$ cat src/rtl/hazard_ctrl.sv
// Hazard/sequencing controller for the 5-stage MIPS pipeline: load-use bubble, redirect flush, memory-wait freeze.
// Optional build macro HAZARD_PERF_EN enables the stall/flush performance counters.
module hazard_ctrl #(
    parameter int FLUSH_CYCLES = 1,
    parameter int CNT_W        = 32
) (
    input  logic             clk,
    input  logic             rst_n,
    input  logic [4:0]       id_rs,
    input  logic [4:0]       id_rt,
    input  logic             id_uses_rt,
    input  logic             ex_memread,
    input  logic [4:0]       ex_rt,
    input  logic             ex_redirect,
    input  logic             mem_busy,
    output logic             pc_write,
    output logic             ifid_write,
    output logic             ifid_flush,
    output logic             idex_flush,
    output logic             pipe_hold,
    output logic [1:0]       state,
    output logic [CNT_W-1:0] stall_cnt,
    output logic [CNT_W-1:0] flush_cnt
);

    localparam logic [1:0] S_RUN      = 2'd0;
    localparam logic [1:0] S_REDIRECT = 2'd1;
    localparam logic [1:0] S_MEM_WAIT = 2'd2;
    localparam logic [2:0] FC_FULL    = 3'(FLUSH_CYCLES);
    localparam logic [2:0] FC_REST    = 3'(FLUSH_CYCLES - 1);

    logic [1:0] state_q, state_d;
    logic [2:0] left_q, left_d;
    logic       lu_hazard;
    logic       redirect_act;

    assign state     = state_q;
    assign lu_hazard = ex_memread && (ex_rt != 5'd0) &&
                       ((ex_rt == id_rs) || (id_uses_rt && (ex_rt == id_rt)));

    // left_q != 0 means a redirect flush is in progress or pending; it survives MEM_WAIT untouched.
    assign redirect_act = !mem_busy && ((left_q != 3'd0) || ex_redirect);

    always_ff @(posedge clk or negedge rst_n) begin
        if (!rst_n) begin
            state_q <= S_RUN;
            left_q  <= 3'd0;
        end else begin
            state_q <= state_d;
            left_q  <= left_d;
        end
    end

    always_comb begin
        state_d = state_q;
        left_d  = left_q;
        if (mem_busy) begin
            state_d = S_MEM_WAIT;
            // A redirect seen during the freeze is held as a full flush to run on release.
            if ((left_q == 3'd0) && ex_redirect)
                left_d = FC_FULL;
        end else if (left_q != 3'd0) begin
            left_d  = left_q - 3'd1;
            state_d = (left_q == 3'd1) ? S_RUN : S_REDIRECT;
        end else if (ex_redirect) begin
            left_d  = FC_REST;
            state_d = (FLUSH_CYCLES > 1) ? S_REDIRECT : S_RUN;
        end else begin
            state_d = S_RUN;
        end
    end

    always_comb begin
        pc_write   = 1'b1;
        ifid_write = 1'b1;
        ifid_flush = 1'b0;
        idex_flush = 1'b0;
        pipe_hold  = 1'b0;
        if (!rst_n) begin
            pc_write   = 1'b0;
            ifid_write = 1'b0;
            ifid_flush = 1'b1;
            idex_flush = 1'b1;
        end else if (mem_busy) begin
            pipe_hold  = 1'b1;
            pc_write   = 1'b0;
            ifid_write = 1'b0;
        end else if (redirect_act) begin
            ifid_write = 1'b0;
            ifid_flush = 1'b1;
            idex_flush = 1'b1;
        end else if (lu_hazard) begin
            pc_write   = 1'b0;
            ifid_write = 1'b0;
            idex_flush = 1'b1;
        end
    end

`ifdef HAZARD_PERF_EN
    logic [CNT_W-1:0] stall_q, flush_q;
    logic             redirect_event;

    // Each redirect is counted once, when it is first accepted (live or latched under mem_busy).
    assign redirect_event = ex_redirect && (left_q == 3'd0);

    always_ff @(posedge clk or negedge rst_n) begin
        if (!rst_n) begin
            stall_q <= '0;
            flush_q <= '0;
        end else begin
            if (!pc_write)
                stall_q <= stall_q + CNT_W'(1);
            if (redirect_event)
                flush_q <= flush_q + CNT_W'(1);
        end
    end

    assign stall_cnt = stall_q;
    assign flush_cnt = flush_q;
`else
    assign stall_cnt = '0;
    assign flush_cnt = '0;
`endif

endmodule

$ cat config.mk
export PLATFORM = sky130hd
export DESIGN_NAME = hazard_ctrl
export DESIGN_NICKNAME = d
export VERILOG_FILES = /design/src/rtl/hazard_ctrl.sv
export SDC_FILE = /design/constraint.sdc
export NUM_CORES = 1
export LEC_CHECK = 0
export BUFFER_PORTS_ARGS = -buffer_cell sky130_fd_sc_hd__buf_2
export CAP_MARGIN = 20
export CORE_MARGIN = 2
export CORE_UTILIZATION = 37
export CTS_CLUSTER_DIAMETER = 30
export CTS_CLUSTER_SIZE = 12
export DETAILED_ROUTE_END_ITERATION = 16
export GPL_TIMING_DRIVEN = 0
export PLACE_DENSITY = 0.86
export SYNTH_ARGS = -nofsm -noshare
export SYNTH_HDL_FRONTEND = slang
export SYNTH_SLANG_ARGS = --single-unit
$ cat constraint.sdc
create_clock -name clk -period 2.8 [get_ports clk]
set_clock_uncertainty 0.1 [all_clocks]
set_input_delay 0.56 -clock clk [delete_from_list [all_inputs] [get_ports clk]]
set_output_delay 0.56 -clock clk [all_outputs]
set_load 0.01 [all_outputs]
==> metrics.sh <==
YS_SEQ_ELEMENTS=5
TOP_LEVEL_I_O_COUNT=92
INITIAL_UTILIZATION_PCT=38.5
TOTAL_POWER_mW=0.322
AGGREGATE_GLOBAL_ROUTING_OVERFLOW=0
TIMING_WORST_SETUP_PATH_TYPE='input pin to primary output'
TIMING.RR.START='left_q[2]'
POSTCTSSETUPREPAIRBUFS=0
DIE_X_UM=51.8
DESIGN.FINAL.NETS=222
TIMING_MAX_TRANSITION_VIOLATIONS_FINAL=0
WORST_HOLD_PATH_TYPE='input pin to asynchronous set/reset pin'
ADDER_CELL_AREA_SHARE_OF_THE_YOSYS_NETLIST_PCT=0
DESIGN.DIE.AREA_SQ_UM=2680
CTS_BUFFERS=3
FINALSETUPVIOLATIONS=0
DPL_CELL_AREA_SQ_UM=1250
SYNTH_COMPOUND_AREA_SHARE_PCT=8.30
GLOBAL_ROUTER_S_OVERALL_RESOURCE_USAGE_PCT=11.0
AREAGROWTHSYNTHTOFINISH_PCT=51.3
SYNTH.AREA.MUX_SHARE_PCT=0
SYN-INSTANCE-COUNT=106
DRTITER0DRC=7
PATH_CLK_SLEW_NS=0.04
R2R_SLACK_NS=1.74
DIE_HEIGHT_UM=51.8
MAX-CLOCK-PATH-BUFFERS=2
POST_ROUTE_CELLS_DRIVE_ABOVE_1_SHARE_PCT=47.5
CORE_SQ_UM=2190
ANTENNA_FOUND_INITIAL=0
CP.REQUIRED_NS=2.14
SETUP.WORST_PATH.START_CLASS='input pin'
GRT_PASS1_WL_UM=2300
NETLIST-CELL-TYPE-COUNT=22
POWER_PER_CELL_AREA_nW_PER_UM2=252
POST_SYNTH.CELL_AREA_AVG_SQ_UM=7.97
FIRST_GLOBAL_VIAS=619
CPMOSTUSEDCELL='buf_2'
CLOCK_INSERTION_DELAY_WORST_SKEW_NS=0.23
CP_NUM_CELLS=5
GP_ROUTABILITY_CONGESTION=0.677
AREA_SHARE_OF_XOR_XNOR_CELLS_IN_THE_SYNTHESIZED_DESIGN_PCT=10.4
RSZ0062_AT_GRT='false'
YS.WARNINGS.COUNT=0
VIAS_POST_DR=732
REPORT.FINAL.HOLD_VIOL_COUNT=0
DRV_CAP=0
CLOCK_SINK_COUNT=5
POST-ROUTE-PERIOD-UTIL_PCT=89.3
CELL_AREA_AFTER_SYNTHESIS_SQ_UM=845
CRITICAL_PATH.N_BUFFERS_INVERTERS=2
YS_SEQ_AREA_SHARE_PCT=14.8
POST_LAYOUT_MINIMUM_CYCLE_TIME_NS=2.50
SYNTH_SIMPLE_GATE_AREA_SHARE_PCT=7.85
CP_SLOWEST_STAGE_DELAY_NS=0.52
DETAILEDROUTE.FIRSTPASSITERATIONCOUNT=4
DRT-VIAS-PER-INSTANCE=3.21
CRITICAL-PATH-TOP-DELAY-FAMILY='simple AND/OR/NAND/NOR gates'
HOLD_BUFFERS=0
AVGROUTEDWIREPERCELL_UM=6.81
CRIT_END='pc_write'
DRT.ANTENNA.VIOLATING_NETS=0
POST-DP-HPWL_UM=1480
POSTROUTEWIRELENGTH_UM=1550
GRT_START_MAX_NET_PINS=10
ANTENNA_CELLS_INSERTED=0
POWER_LEAKAGE_nW=0.828
HTREE_NUM_LEVELS=1
TIMING.CRITICAL_PATH.SLOWEST_STAGE_CELL='or4_1'
CLOCK-ROOT-BUFFER='clkbuf_4'
OUTCOME='finished, final reports clean'
CRITICAL_PATH.MAX_FANOUT=3
CTS_TREE='done'
POSTLAYOUTCELLAREA_SQ_UM=1280
CTS_RESIZED=0
CRITICAL_PATH.STARTPOINT='ex_rt[1]'
TIMING.HOLD.WS_NS=0.0512
TYPE_OF_DESTINATION_OF_THE_CRITICAL_PATH='primary output'
POST-ROUTE-DRC-COUNT=0
MAXCLOCKFREQUENCY_GHz=0.400
CELL_DEPTH_OF_THE_WORST_FLOP_TO_FLOP_PATH=4
FLOORPLAN.ROWS=17
FILLERS=213
IO_BUFFERS=27
CP.ARRIVAL_NS=1.84
CRITICAL_PATH.CELL_CHAIN='buf_2 > or4_1 > o21a_1 > a311oi_2 > buf_2'
REG2REG_TO='left_q[0]'
COMBINATIONAL_FAMILY_WITH_THE_MOST_AREA_AFTER_SYNTHESIS='buffers and inverters'
VDD_DROP_MAX_mV=0.165
FINALSETUPTNS_NS=0
-- power breakdown --
group          internal [mW]  total [mW]  switching, mW  leakage [nW]
clock network         0.0537      0.0813         0.0275        0.0150
registers             0.0742      0.0757        0.00150        0.0661
logic                 0.0864       0.165         0.0783         0.747
-- state kept, by name (all words and copies together) (netlist names) --
name / cells
left_q: 3
state: 2
-- cell usage in the layout, fill, tap and decap left out, types with 2 or more instances in the layout --
cell / n
conb_1: 64
xnor2_1: 10
nand2_1: 6
o21ai_0: 2
nor2_1: 2
clkbuf_4: 3
inv_1: 2
buf_4: 64
clkbuf_1: 2
dfrtp_1: 5
buf_2: 27
-- worst reg2reg max path, delay by kind of cell (launching register included) --
family,cells,cell delay (ns)
AND/OR/NAND/NOR,2,0.24
flip-flops,1,0.40
AO/OA/AOI/OAI,2,0.22
-- worst min-delay path by stage --
stage / from / endpoint / slack (ns) / depth (start not counted)
global route: rst_n / left_q[0] / 0.05 / 1
CTS: rst_n / state[0] / 0.05 / 1
detailed placement: rst_n / left_q[0] / 0.30 / 1
floorplan: rst_n / left_q[0] / 0.16 / 0
global placement: rst_n / state[1] / 0.29 / 1
finish: rst_n / left_q[2] / 0.05 / 1
-- logic make-up after synthesis --
family                    count (synthesis)
xor gates and xnor gates                 10
other                                     1
AOI/OAI and AO/OA                         9
DFF                                       5
and+or+nand+nor                          14
buffers and inverters                    67
-- per-layer routing --
layer  vias up  track usage, %  part of all wire [%]
li1        399               -                     -
met1       286            10.4                    33
met2        45            23.3                    56
met3         2           0.862                    10
met4         0            4.82                  0.77
met5         -               0                     0
-- Yosys cell counts, drive strengths merged --
cell | number | area [sq um]
o22ai | 1 | 6.26
a31o | 1 | 8.76
nor3 | 1 | 5.00
nand4 | 1 | 6.26
clkbuf | 1 | 3.75
inv | 2 | 7.51
a211oi | 1 | 7.51
a21o | 1 | 7.51
buf | 64 | 480
a311oi | 1 | 15.0
nor4 | 1 | 6.26
o21ai | 2 | 10.0
o31ai | 1 | 7.51
dfrtp | 5 | 125
o21a | 1 | 7.51
nand3 | 1 | 5.00
conb | 1 | 3.75
nor2 | 2 | 7.51
or4 | 1 | 7.51
nand2 | 6 | 22.5
xnor2 | 10 | 87.6
nor2b | 1 | 6.26
-- layout make-up --
| cell class | instances | area, sq um | share of cell area [%] |
|---|---|---|---|
| buffer | 65 | 484 | 37.9 |
| multi-input combinational | 97 | 464 | 36.3 |
| timing repair buffer | 27 | 135 | 10.6 |
| sequential | 5 | 125 | 9.79 |
| tap | 28 | 35.0 | 2.74 |
| clock buffer | 4 | 26.3 | 2.06 |
| inverter | 2 | 7.51 | 0.588 |
-- through the flow --
stage | setup slack [ns] | utilization [%] | instances
after floorplan | 0.491 | - | 169
after global placement | 0.307 | 57.1 | 224
after detailed placement | 0.294 | 57.1 | 224
after CTS | 0.294 | 58.3 | 228
after global routing | 0.261 | 58.3 | 228
final | 0.299 | 58.3 | 228
Power figures use the tool's default switching activity.
